[src/rtl/ac_pkg.sv]
// Shared constants and FSM encoding for the Aho-Corasick table builders.
package ac_pkg;

  localparam int STATE_W    = 8;
  localparam int CHAR_W     = 4;
  localparam int ROOT_STATE = 0;
  localparam int NO_TRANS   = 0;

  typedef enum logic [2:0] {
    S_IDLE,
    S_CLEAR,
    S_ACCEPT,
    S_WAIT,
    S_DECIDE,
    S_MARK,
    S_DRAIN
  } ac_state_e;

endpackage

[src/rtl/ac_clear_counter.sv]
// Address sweep 0..2**ADDR_W-1 used to zero a table; done marks the final address.
module ac_clear_counter #(
  parameter int ADDR_W = 12
) (
  input  logic              clk,
  input  logic              rst_n,
  input  logic              start,
  output logic [ADDR_W-1:0] addr,
  output logic              active,
  output logic              done
);

  always_ff @(posedge clk) begin
    if (!rst_n) begin
      addr   <= '0;
      active <= 1'b0;
    end else if (start) begin
      addr   <= '0;
      active <= 1'b1;
    end else if (active) begin
      addr <= addr + 1'b1;
      if (addr == '1) active <= 1'b0;
    end
  end

  assign done = active && (addr == '1);

endmodule

[src/rtl/ac_goto_builder.sv]
// Aho-Corasick goto/match table writer: streams pattern characters and grows the trie.
module ac_goto_builder #(
  parameter int STATE_W    = ac_pkg::STATE_W,
  parameter int CHAR_W     = ac_pkg::CHAR_W,
  parameter int MAX_STATES = 256
) (
  input  logic                      CLK,
  input  logic                      RST,
  input  logic                      START,
  input  logic                      CHAR_VALID,
  output logic                      CHAR_READY,
  input  logic [CHAR_W-1:0]         CHAR,
  input  logic                      CHAR_LAST,
  output logic [STATE_W+CHAR_W-1:0] G_ADDR,
  output logic                      G_WE,
  output logic [STATE_W-1:0]        G_WDATA,
  input  logic [STATE_W-1:0]        G_RDATA,
  output logic [STATE_W-1:0]        M_ADDR,
  output logic                      M_WE,
  output logic                      M_WDATA,
  output logic                      BUSY,
  output logic                      PATTERN_DONE,
  output logic                      OVERFLOW,
  output logic [STATE_W:0]          NUM_STATES
);

  import ac_pkg::*;

  localparam int ADDR_W = STATE_W + CHAR_W;
  localparam int NS_W   = STATE_W + 1;
  localparam logic [NS_W-1:0]    MAX_NS = NS_W'(MAX_STATES);
  localparam logic [STATE_W-1:0] ROOT   = STATE_W'(ROOT_STATE);
  localparam logic [STATE_W-1:0] NONE   = STATE_W'(NO_TRANS);

  ac_state_e          state, state_d;
  logic [STATE_W-1:0] cur, cur_d;
  logic [NS_W-1:0]    next_free, next_free_d;
  logic [ADDR_W-1:0]  addr_q, addr_d;
  logic               last_q, last_d;
  logic               ovf, ovf_d;

  logic               clr_start;
  logic [ADDR_W-1:0]  clr_addr;
  logic               clr_active;
  logic               clr_done;

  ac_clear_counter #(.ADDR_W(ADDR_W)) u_clear (
    .clk    (CLK),
    .rst_n  (RST),
    .start  (clr_start),
    .addr   (clr_addr),
    .active (clr_active),
    .done   (clr_done)
  );

  always_comb begin
    state_d      = state;
    cur_d        = cur;
    next_free_d  = next_free;
    addr_d       = addr_q;
    last_d       = last_q;
    ovf_d        = ovf;
    clr_start    = 1'b0;
    CHAR_READY   = 1'b0;
    G_ADDR       = '0;
    G_WE         = 1'b0;
    G_WDATA      = '0;
    M_ADDR       = '0;
    M_WE         = 1'b0;
    M_WDATA      = 1'b0;
    BUSY         = 1'b0;
    PATTERN_DONE = 1'b0;

    case (state)
      S_IDLE: begin
        if (START) begin
          clr_start = 1'b1;
          ovf_d     = 1'b0;
          state_d   = S_CLEAR;
        end
      end
      S_CLEAR: begin
        BUSY   = 1'b1;
        G_WE   = clr_active;
        G_ADDR = clr_addr;
        M_WE   = clr_active && (clr_addr[ADDR_W-1:STATE_W] == '0);
        M_ADDR = clr_addr[STATE_W-1:0];
        if (clr_done) begin
          cur_d       = ROOT;
          next_free_d = NS_W'(1);
          ovf_d       = 1'b0;
          state_d     = S_ACCEPT;
        end
      end
      S_ACCEPT: begin
        // READY is withheld on a START cycle so no character is lost to the restart
        if (START) begin
          clr_start = 1'b1;
          ovf_d     = 1'b0;
          state_d   = S_CLEAR;
        end else begin
          CHAR_READY = 1'b1;
          G_ADDR     = {cur, CHAR};
          if (CHAR_VALID) begin
            addr_d  = {cur, CHAR};
            last_d  = CHAR_LAST;
            state_d = S_WAIT;
          end
        end
      end
      S_WAIT: begin
        BUSY    = 1'b1;
        G_ADDR  = addr_q;
        state_d = S_DECIDE;
      end
      S_DECIDE: begin
        BUSY   = 1'b1;
        G_ADDR = addr_q;
        if (G_RDATA != NONE) begin
          cur_d   = G_RDATA;
          state_d = last_q ? S_MARK : S_ACCEPT;
        end else if (next_free < MAX_NS) begin
          G_WE        = 1'b1;
          G_WDATA     = next_free[STATE_W-1:0];
          cur_d       = next_free[STATE_W-1:0];
          next_free_d = next_free + 1'b1;
          state_d     = last_q ? S_MARK : S_ACCEPT;
        end else begin
          // An overflowing last character already ends its pattern: nothing left to drain
          ovf_d   = 1'b1;
          cur_d   = ROOT;
          state_d = last_q ? S_ACCEPT : S_DRAIN;
        end
      end
      S_MARK: begin
        BUSY         = 1'b1;
        M_WE         = 1'b1;
        M_ADDR       = cur;
        M_WDATA      = 1'b1;
        PATTERN_DONE = 1'b1;
        cur_d        = ROOT;
        state_d      = S_ACCEPT;
      end
      S_DRAIN: begin
        CHAR_READY = 1'b1;
        if (CHAR_VALID && CHAR_LAST) state_d = S_ACCEPT;
      end
      default: state_d = S_IDLE;
    endcase
  end

  always_ff @(posedge CLK) begin
    if (!RST) begin
      state     <= S_IDLE;
      cur       <= ROOT;
      next_free <= NS_W'(1);
      addr_q    <= '0;
      last_q    <= 1'b0;
      ovf       <= 1'b0;
    end else begin
      state     <= state_d;
      cur       <= cur_d;
      next_free <= next_free_d;
      addr_q    <= addr_d;
      last_q    <= last_d;
      ovf       <= ovf_d;
    end
  end

  assign OVERFLOW   = ovf;
  assign NUM_STATES = next_free;

endmodule

[config.mk]
export PLATFORM = sky130hd
export DESIGN_NAME = ac_goto_builder
export DESIGN_NICKNAME = d
export VERILOG_FILES = /design/src/rtl/ac_pkg.sv /design/src/rtl/ac_clear_counter.sv /design/src/rtl/ac_goto_builder.sv
export SDC_FILE = /design/constraint.sdc
export NUM_CORES = 1
export LEC_CHECK = 0
export BUFFER_PORTS_ARGS = -buffer_cell sky130_fd_sc_hd__buf_2
export CAP_MARGIN = 15
export CORE_ASPECT_RATIO = 1.75
export CORE_MARGIN = 2
export CORE_UTILIZATION = 38
export CTS_BUF_LIST = sky130_fd_sc_hd__clkbuf_8
export DETAILED_ROUTE_END_ITERATION = 10
export PLACE_DENSITY = 0.58
export REMOVE_ABC_BUFFERS = 1
export SLEW_MARGIN = 20
export SYNTH_ARGS = -nofsm -noshare
export SYNTH_HDL_FRONTEND = slang
export SYNTH_SLANG_ARGS = --single-unit
[constraint.sdc]
create_clock -name CLK -period 5.73 [get_ports CLK]
set_clock_uncertainty 0.15 [all_clocks]
set_input_delay 0.2865 -clock CLK [delete_from_list [all_inputs] [get_ports CLK]]
set_output_delay 0.2865 -clock CLK [all_outputs]
set_load 0.01 [all_outputs]
* After elaboration in Yosys (flattened, before gate mapping)
Cells that the tools add are included.
** Word-level totals
- Bits in registers :: 47
- Output and inout bits :: 44
** Cells by class
- $add $sub $neg :: 2
- Order comparisons :: 1
- Equal/unequal tests :: 15
- Multiplexer cells :: 41
- Bitwise gates (word level) :: 2
- Reductions and logical operators :: 18
** Operators with widths (number)
- $mux W8 :: 5
- $pmux W12 S3 :: 1
- $mux W3 :: 9
- $mux W9 :: 3
- $pmux W8 S3 :: 1
- $pmux W3 S7 :: 1
- $pmux W9 S2 :: 1
- $pmux W8 S2 :: 1
- $mux W1 :: 14
- $add A12 B1 Y12 const B :: 1
- $eq A12 B12 Y1 const B :: 1
- $mux W12 :: 1
- $ne A2 B2 Y1 const B :: 6
- $add A9 B1 Y9 const B :: 1
- $eq A3 B3 Y1 const B :: 3
- $lt A9 B9 Y1 const B :: 1
- $reduce_and A4 Y1 :: 2
- $reduce_bool A8 Y1 :: 1
- $eq A3 B2 Y1 const B :: 2
- $pmux W1 S2 :: 3
- $reduce_bool A3 Y1 :: 2
- $reduce_or A2 Y1 :: 3
- $reduce_and A5 Y1 :: 1
- $logic_not A4 Y1 :: 1
- 11 further kinds :: 14

* Longest topological paths before layout
Gate-level depths: netlist (run 1).
- Word-level depth :: 4
- Mapped depth :: 6
- Depth with buffers taken out :: 5

* Modules after synthesis
A second synthesis (run 1) with hierarchy kept.
** Second synthesis, totals
- Cell total of the unflattened synthesis :: 330
- Area, all modules :: 2715.1 um2
** Modules (own cells, without submodules)
- ac_goto_builder :: times used 1, cells each 262, area an instance 2109.5 um2, seq. area each 680.7 um2
- ac_clear_counter :: times used 1, cells each 68, area an instance 605.6 um2, seq. area each 260.2 um2

* Least setup slack after synthesis (run 1)
Ideal clock, no wire load.
- Kind :: reg2reg
- Start :: register u_clear.addr[0]
- End :: register next_free[5], in the netlist NUM_STATES[5]
- Setup time :: 142 ps
- Arrival :: 1842 ps
- Path slack :: 3597 ps
- Stages on the path, launching flop included :: 6
- Buffers on the path :: 0
- Path through :: dfxtp_1 > ha_1 > nand3_1 > or4_4 > a211oi_4 > a311oi_1
** On the way
- Word-level cells in the longest chain between the ends :: 4
** RTL lines
- from (decl) :: RTL line ac_clear_counter.sv:8 : output logic [ADDR_W-1:0] addr,
- from (signal assigned) :: RTL line ac_clear_counter.sv:21 : addr <= addr + 1'b1;
- $eq A12 B12 Y1 :: RTL line ac_clear_counter.sv:26 : assign done = active && (addr == '1);
- $logic_and A1 B1 Y1 :: RTL line ac_clear_counter.sv:26
- $ne A2 B2 Y1 (no line)
- $reduce_and A4 Y1 (no line)
- to (signal assigned) :: RTL line ac_goto_builder.sv:163 : next_free <= next_free_d;
- to (decl) :: RTL line ac_goto_builder.sv:37 : logic [NS_W-1:0] next_free, next_free_d;
Every way passes these cells.
A chain may end at the register's enable or synchronous reset.

* Final worst setup path (run 1)
- Start :: register state[1]
- End :: output port G_WDATA[6]
** On the way
- Word-level cells in the longest chain between the ends :: 2
** RTL lines
- from (decl) :: RTL line ac_goto_builder.sv:35 : ac_state_e state, state_d;
- from (signal assigned) :: RTL line ac_goto_builder.sv:161 : state <= state_d;
- $eq A3 B3 Y1 :: RTL line ac_goto_builder.sv:74 : case (state)
- $mux W8 :: RTL line ac_goto_builder.sv:74
- to (decl) :: RTL line ac_goto_builder.sv:16 : output logic [STATE_W-1:0] G_WDATA,
Every way passes these cells.

==> results.json, run 1 <==
{
  "synth_ff_type": "dfxtp_1",
  "yosys.area.top_type": "dfxtp_1",
  "syn-cell-area_sq_um": 2720,
  "synth_top_area_share_pct": 34.6,
  "dr.first_iter.drc_count": 200,
  "antenna_found_initial": 0,
  "drt-vias-per-instance": 5.91,
  "cts_root_buffer": "clkbuf_8",
  "routed_wl_mm": 7.95,
  "final_cell_mix": "buf_2, dfxtp_1, nand3_1, nand2_1, a21oi_1",
  "p_comb_share_pct": 9.4,
  "hpwl_mm": 5.89,
  "criticalPathCategory": "reg2out",
  "clockPowerShare_pct": 39.2,
  "whs_path_depth": 3,
  "syn_inst": 338,
  "yosys.cell_types.count": 50,
  "finalCriticalPeriod_ns": 2.99,
  "area_growth_syn_to_layout_pct": 16.2,
  "ant_nets": 0,
  "drive_gt1_share_pct": 22.8,
  "avgSynthCellArea_sq_um": 8.05,
  "rows": 40,
  "fp.coreArea_sq_um": 6910,
  "layout.cells.most_common": "buf_2",
  "period_share_pct": 52.2,
  "min_path_type": "in2reg",
  "post_drt_wl_per_cell_microns": 17.1,
  "synth_edf_count": 0,
  "yosys-top-cells-area": "dfxtp_1, nand3_1, a21oi_1",
  "gp_congestion": 0.871,
  "r2r-end": "last_q",
  "cp_data_arrival_time_ns": 2.55,
  "rsz0062_at_grt": "false",
  "start_kind": "register",
  "drc": 0,
  "clockBufferDepth": 2,
  "async_reset_ff_share_pct": 0,
  "cts.sinks": 47,
  "pwr-share-seq_pct": 51.3,
  "fill_cells": 717,
  "ir_drop_uv": 148,
  "post_cts_resized": 0,
  "regToRegStartpoint": "state[1]",
  "switching_share_pct": 25.8,
  "power_density_nw_per_um2": 210,
  "finalHoldViolCount": 0,
  "final_nets": 401,
  "dieHeight_microns": 116,
  "slew_headroom_pct": 48.4,
  "leakage_nw": 1.24,
  "setup_viol": 0,
  "io_pins": 61,
  "die_w_microns": 68.0,
  "yosysSeqAreaShare_pct": 34.6,
  "drt_pass1_iterations": 5,
  "final_util_pct": 45.8,
  "initial_utilization_pct": 39.4,
  "worstSkewPairLatency_ns": 0.31,
  "maxCapViolCount": 0,
  "min_from": "CHAR[3]",
  "cts.clk_slew.worst_paths_ns": 0.09,
  "tns_ns": 0,
  "cts_hold_buf": 0,
  "required_ns": 5.29,
  "first_global_vias": 2674,
  "via_count": 2752,
  "n_antenna_cell": 0,
  "grt_max_degree": 29,
  "numCtsBuffers": 5,
  "power.internal_mw": 0.493,
  "cts_setup_buffers": 0,
  "h-tree-depth": 2,
  "overflow": 0,
  "synth_seq_cells": 47,
  "min_to": "addr_q[3]",
  "drv_slew": 0,
  "power_switching_mw": 0.171,
  "cts_tree": "built",
  "endpoint_kind": "output pin",
  "tightestPinTransition_ns": 0.769,
  "crit_fanout": 20,
  "die_area_sq_um": 7880,
  "grt_usage_pct": 21.9,
  "status": "complete, no violations",
  "grt_pass1_wl_mm": 13.0,
  "io_buffers": 60,
  "ys_warn_count": 0,
  "fmax_ghz": 0.334,
  "rr_worst_depth": 5,
  "regToRegSetupSlack_ns": 3.02
}
[worst max path at each step]
stage                       endpoint  cells after the start     start  slack [ns]
after floorplan            addr_q[0]                      4  state[1]        2.93
after global placement        last_q                      5  state[1]        3.11
after detailed placement   addr_q[7]                      5  state[1]        3.05
after CTS                 G_WDATA[6]                      4  state[1]        2.72
after global routing      G_WDATA[3]                      4  state[1]        2.53
final                     G_WDATA[6]                      4  state[1]        2.74
[power groups by stage]
| stage | clock (mW) | combinational [mW] | sequential, mW |
|---|---|---|---|
| after floorplan | 0 | 0.0346 | 0.345 |
| after global placement | 0 | 0.0622 | 0.348 |
| after global routing | 0.283 | 0.0688 | 0.342 |
| after detailed placement | 0 | 0.0628 | 0.348 |
| after CTS | 0.266 | 0.0629 | 0.341 |
| final | 0.261 | 0.0626 | 0.341 |
[critical path: stages, from the launching register on]
cell     delay (ns)
dfxtp_1        0.55
or3b_1         0.61
nor4_4         0.73
and2_1         0.23
buf_2          0.13
[state kept, by name, summed over array words and instances (netlist names)]
register,count
addr_q,12
NUM_STATES,9
OVERFLOW,1
u_clear.addr,12
cur,8
u_clear.active,1
last_q,1
state,3
[Yosys cell counts (3+ instances only)]
| master | number |
|---|---|
| ha_1 | 3 |
| xnor2_1 | 7 |
| and4_1 | 8 |
| a22o_1 | 8 |
| a211oi_1 | 4 |
| and2_1 | 8 |
| a21oi_1 | 25 |
| clkbuf_1 | 22 |
| nand3_1 | 42 |
| xor2_1 | 3 |
| nand2_1 | 27 |
| nor3_1 | 7 |
| mux2i_1 | 4 |
| nor4_1 | 4 |
| a311oi_1 | 4 |
| a222oi_1 | 12 |
| nor2_1 | 19 |
| dfxtp_1 | 47 |
| o211ai_1 | 10 |
| inv_1 | 21 |
| o21ai_0 | 16 |
[cell families (layout without fill, tap and decap cells)]
kind of cell	count (synthesis)	after routing	synth area share, %
AO/OA/AOI/OAI	92	92	24.4
XOR/XNOR	10	10	3.22
adder cells (fa/ha/maj)	3	3	1.38
buffers and inverters	48	92	7.03
flip-flops	47	47	34.6
multiplexers	4	4	1.47
AND/OR/NAND/NOR	134	134	28.0
[metrics by stage]
| step | cell area (sq um) | std cells | setup WS, ns | hold WS (ns) | power (mW) |
|---|---|---|---|---|---|
| after detailed placement | 3050 | 458 | 3.05 | 0.297 | 0.411 |
| after CTS | 3160 | 466 | 2.72 | 0.0717 | 0.670 |
| final | 3160 | 466 | 2.74 | 0.0819 | 0.664 |
| after global routing | 3160 | 466 | 2.53 | 0.0753 | 0.694 |
| after floorplan | 2610 | 311 | 2.93 | 0.264 | 0.379 |
| after global placement | 3050 | 458 | 3.11 | 0.291 | 0.410 |
[cell type report]
type,count,area (sq um),share of cell area (%)
clock buffers,6,82.6,2.61
clock inverters,2,35.0,1.11
inverters,21,78.8,2.49
multi-input cells,243,1600,50.5
flip-flops and latches,47,941,29.7
well taps,84,105,3.32
repair buffers,63,323,10.2
[per-layer routing]
layer / track usage (%) / up-vias / wire length [microns]
met1: 24.0 / 1306 / 3040
met2: 39.8 / 86 / 4250
met3: 3.50 / 18 / 396
met4: 10.1 / 0 / 260
met5: 0 / - / 0
li1: - / 1342 / -
No activity file was read; power rests on OpenSTA's default activity.
==> inputs of run 2 (changes only) <==
==> constraint.sdc (replaced) <==
create_clock -name CLK -period 2.9 [get_ports CLK]
set_clock_uncertainty 0.15 [all_clocks]
set_input_delay 0.145 -clock CLK [delete_from_list [all_inputs] [get_ports CLK]]
set_output_delay 0.145 -clock CLK [all_outputs]
set_load 0.01 [all_outputs]
==> run 2 against run 1 <==
- via count up 1.1%
- combinational power up 140%
- highest routed layer unchanged
- critical path type unchanged
- core utilization up 2.4 points
- sequential power up 95%
==> results.json, run 2 (synthesis results as in run 1) <==
{
  "n_antenna_cell": 0,
  "die_w_microns": 68.0,
  "cp_data_arrival_time_ns": 2.31,
  "start_kind": "register",
  "maxCapViolCount": 0,
  "setup_viol": 0,
  "first_global_vias": 2632,
  "leakage_nw": 1.32,
  "crit_fanout": 16,
  "fp.coreArea_sq_um": 6910,
  "tns_ns": 0,
  "criticalPathCategory": "reg2out",
  "area_growth_syn_to_layout_pct": 22.3,
  "ir_drop_uv": 248,
  "dr.first_iter.drc_count": 294,
  "rsz0062_at_grt": "false",
  "io_buffers": 60,
  "clockPowerShare_pct": 36.5,
  "overflow": 0,
  "cts_tree": "built",
  "io_pins": 61,
  "cts.sinks": 47,
  "antenna_found_initial": 0,
  "drt-vias-per-instance": 5.75,
  "h-tree-depth": 2,
  "initial_utilization_pct": 39.4,
  "drt_pass1_iterations": 5,
  "status": "complete, no violations",
  "switching_share_pct": 25.4,
  "required_ns": 2.61,
  "drv_slew": 0,
  "multi_input_area_sq_um": 1600,
  "tightestPinTransition_ns": 0.578,
  "final_cell_mix": "buf_2, dfxtp_1, nand3_1, nand2_1, a21oi_1",
  "period_share_pct": 89.7,
  "drive_gt1_share_pct": 23.5,
  "cts_root_buffer": "clkbuf_8",
  "routed_wl_mm": 8.15,
  "power_switching_mw": 0.327,
  "numCtsBuffers": 5,
  "min_path_type": "in2reg",
  "p_comb_share_pct": 11.7,
  "slew_headroom_pct": 61.3,
  "pwr-share-seq_pct": 51.8,
  "post_drt_wl_per_cell_microns": 16.8,
  "ff_latch_area_sq_um": 941,
  "endpoint_kind": "output pin",
  "grt_usage_pct": 22.4,
  "via_count": 2782,
  "worstSkewPairLatency_ns": 0.31,
  "rows": 40,
  "gp_congestion": 0.835,
  "hpwl_mm": 5.92,
  "clockBufferDepth": 2,
  "stdcell_area_sq_um": 3330,
  "power_density_nw_per_um2": 386,
  "finalCriticalPeriod_ns": 2.60,
  "dieHeight_microns": 116,
  "fill_cells": 681,
  "cts.clk_slew.worst_paths_ns": 0.08,
  "power.internal_mw": 0.959,
  "grt_max_degree": 25,
  "post_dp_cell_area_sq_um": 3130,
  "grt_pass1_wl_mm": 13.3,
  "ant_nets": 0,
  "final_nets": 420,
  "die_area_sq_um": 7880,
  "drc": 0,
  "finalHoldViolCount": 0,
  "layout.cells.most_common": "buf_2",
  "fmax_ghz": 0.385
}
[run 2: cell types whose count changed in the layout (fill, tap and decap cells not counted), sizes merged]
cell	previous run	this run
buf	63	72
clkbuf	6	5
clkinv	1	0
dlygate4sd3	0	10
inv	21	22
[run 2: critical path, stage by stage (launching register included)]
cell and delay, ns:
dfxtp_1 0.60, or3b_1 0.59, nor4_4 0.30, buf_4 0.24, and2_1 0.14, buf_2 0.12
[run 2: final timing paths]
kind / cells past startpoint / start / slack (ns) / endpoint
max: 5 / state[2] / 0.30 / G_WDATA[5]
max reg2reg: 5 / u_clear.addr[0] / 0.44 / NUM_STATES[6]
min reg2reg: 2 / addr_q[8] / 0.31 / addr_q[8]
min: 3 / G_RDATA[2] / 0.002 / cur[2]
[run 2: final cells by class]
class | count | share of cell area [%]
multi-input combinational | 243 | 48.0
timing repair buffer | 82 | 15.1
sequential | 47 | 28.3
tap | 84 | 3.16
inverter | 21 | 2.37
clock inverter | 2 | 1.02
clock buffer | 5 | 2.07
[run 2: metal layers]
layer	up-vias	part of all wire, %	GRT usage, %
li1	1378	-	-
met1	1310	40	25.9
met2	82	53	40.1
met3	12	4.6	3.20
met4	0	2.5	8.67
met5	-	0	0
[run 2: repair_timing]
| action | 4_1_cts | 5_1_grt |
|---|---|---|
| hold endpoints to repair | 10 | 0 |
| resized for setup | 0 | 0 |
| setup buffers | 0 | 0 |
| hold buffers | 10 | 0 |
[run 2: power groups by stage]
stage                     logic (mW)  clock network, mW  registers [mW]
final                          0.150              0.469           0.666
after global routing           0.164              0.508           0.669
after CTS                      0.150              0.487           0.666
after detailed placement       0.140                  0           0.681
after global placement         0.140                  0           0.681
after floorplan               0.0684                  0           0.681
[run 2: metrics by stage]
stage               instances  utilization, %  power, mW  worst slack [ns]  hold slack, ns
CTS                       484            48.2       1.30             0.274        0.000824
floorplan                 311               -      0.750            0.0950           0.123
global route              484            48.2       1.34             0.144          0.0264
global placement          467            45.3      0.821             0.499           0.265
detailed placement        467            45.3      0.821             0.458           0.273
finish                    484            48.2       1.29             0.299         0.00208
==> inputs of run 3 (changes only) <==
--- a/config.mk
+++ b/config.mk
@@ -12,7 +12,7 @@
 export CORE_UTILIZATION = 38
 export CTS_BUF_LIST = sky130_fd_sc_hd__clkbuf_8
 export DETAILED_ROUTE_END_ITERATION = 10
-export PLACE_DENSITY = 0.58
+export PLACE_DENSITY = 0.66
 export REMOVE_ABC_BUFFERS = 1
 export SLEW_MARGIN = 20
 export SYNTH_ARGS = -nofsm -noshare
==> run 3 against run 2 <==
- cell area is the same
- worst setup slack lost 0.022 ns
- register-to-register slack lost 0.04 ns
- critical endpoint is now G_WDATA[7]
- highest routed layer unchanged
==> results.json, run 3 (synthesis results as in run 1) <==
{
  "status": "complete, no violations",
  "maxCapViolCount": 0,
  "final_nets": 420,
  "fp.coreArea_sq_um": 6910,
  "drt_pass1_iterations": 4,
  "rows": 40,
  "hpwl_mm": 5.79,
  "start_kind": "register",
  "min_path_type": "in2reg",
  "r2r-end": "NUM_STATES[7]",
  "routed_wl_mm": 8.10,
  "dr.first_iter.drc_count": 200,
  "first_global_vias": 2581,
  "fmax_ghz": 0.381,
  "whs_path_depth": 3,
  "crit_buf_inv": 2,
  "setup_ws_ns": 0.277,
  "finalCriticalPeriod_ns": 2.62,
  "critPathLaunch": "state[2]",
  "worstSkewPairLatency_ns": 0.31,
  "numCtsBuffers": 5,
  "cts_root_buffer": "clkbuf_8",
  "post_dp_cell_area_sq_um": 3120,
  "leakage_nw": 1.33,
  "n_antenna_cell": 0,
  "period_share_pct": 90.4,
  "cp_data_arrival_time_ns": 2.33,
  "finalHoldViolCount": 0,
  "cts.sinks": 47,
  "dp_worst_setup_slack_ns": 0.424,
  "rsz0062_at_grt": "false",
  "cts.clk_slew.worst_paths_ns": 0.09,
  "power_density_nw_per_um2": 400,
  "grt_pass1_wl_mm": 12.8,
  "slew_headroom_pct": 60.5,
  "setup_viol": 0,
  "criticalPathCategory": "reg2out",
  "tns_ns": 0,
  "min_to": "cur[0]",
  "drt-vias-per-instance": 5.74,
  "ir_drop_uv": 338,
  "grt_usage_pct": 21.4,
  "path_cells": "or3b_1 > nor4_4 > buf_4 > and2_1 > buf_2",
  "post_cts_resized": 0,
  "io_pins": 61,
  "clockBufferDepth": 2,
  "max_stage_delay_ns": 0.61,
  "io_buffers": 60,
  "initial_utilization_pct": 39.4,
  "grt_max_degree": 28,
  "tightestPinTransition_ns": 0.590,
  "final_cell_mix": "buf_2, dfxtp_1, nand3_1, nand2_1, a21oi_1",
  "drc": 0,
  "rr_worst_depth": 5,
  "stdcell_area_sq_um": 3330,
  "h-tree-depth": 2,
  "drv_slew": 0,
  "dieHeight_microns": 116,
  "via_count": 2782,
  "min_from": "G_RDATA[0]",
  "crit_fanout": 16,
  "cts_tree": "built",
  "path_delay_family": "simple AND/OR/NAND/NOR gates",
  "required_ns": 2.61,
  "post_drt_wl_per_cell_microns": 16.7,
  "overflow": 0,
  "regToRegStartpoint": "u_clear.addr[1]",
  "holdWs_ns": 0.0217,
  "die_w_microns": 68.0,
  "cp_slowest_cell": "dfxtp_1",
  "power_mw": 1.33,
  "die_area_sq_um": 7880,
  "antenna_found_initial": 0,
  "gp_congestion": 0.834,
  "ant_nets": 0,
  "endpoint_kind": "output pin",
  "area_growth_syn_to_layout_pct": 22.3,
  "layout.cells.most_common": "buf_2",
  "drive_gt1_share_pct": 24.2,
  "regToRegSetupSlack_ns": 0.40
}
-- run 3: changes by cell type in the layout (fill, tap and decap cells not counted) --
cell           before  now
clkinv_2            0    1
inv_1              22   21
clkbuf_8            5    6
buf_12              1    0
dlygate4sd3_1      10    9
buf_4              11   13
-- run 3: worst max-delay path by stage --
| stage | cells past startpoint | slack (ns) | end |
|---|---|---|---|
| after floorplan | 4 | 0.1 | addr_q[0] |
| after global placement | 5 | 0.50 | NUM_STATES[7] |
| after detailed placement | 5 | 0.42 | NUM_STATES[6] |
| after global routing | 5 | 0.16 | G_WDATA[0] |
| after CTS | 5 | 0.29 | G_WDATA[7] |
| final | 5 | 0.28 | G_WDATA[7] |
-- run 3: layout make-up --
type                       count  area (sq um)
timing repair buffer          82           488
tap                           84           105
clock inverter                 2          35.0
fill                         694          3580
inverter                      21          78.8
sequential                    47           941
clock buffer                   6          82.6
multi-input combinational    243          1600
-- run 3: power breakdown --
group / leakage (nW) / switching (mW) / internal (mW) / total [mW]
Clock: 0.0612 / 0.236 / 0.279 / 0.516
Sequential: 0.379 / 0.0118 / 0.652 / 0.664
Combinational: 0.886 / 0.0945 / 0.0563 / 0.151
Total: 1.33 / 0.343 / 0.988 / 1.33
-- run 3: what timing repair did --
action,CTS,global route
buffers inserted,0,0
setup endpoints to repair,0,0
hold endpoints to repair,9,0
hold buffers,9,0
-- run 3: layer usage --
metal  vias up  routed length, microns  track usage, %
met2        88                    4300            37.4
met5         -                       0               0
met1      1304                    3190            24.7
met4         0                     225            9.60
li1       1376                       -               -
met3        14                     380            3.40
-- run 3: through the flow --
stage,std cells,util [%]
floorplan,311,-
global placement,468,45.2
detailed placement,468,45.2
CTS,485,48.2
global route,485,48.2
finish,485,48.2
-- run 3: worst reg2reg max path: stages, from the launching register on --
cell and delay (ns):
dfxtp_1 0.43, ha_1 0.26, nand3_1 0.20, or4_4 0.62, a211oi_4 0.52, a311oi_1 0.18
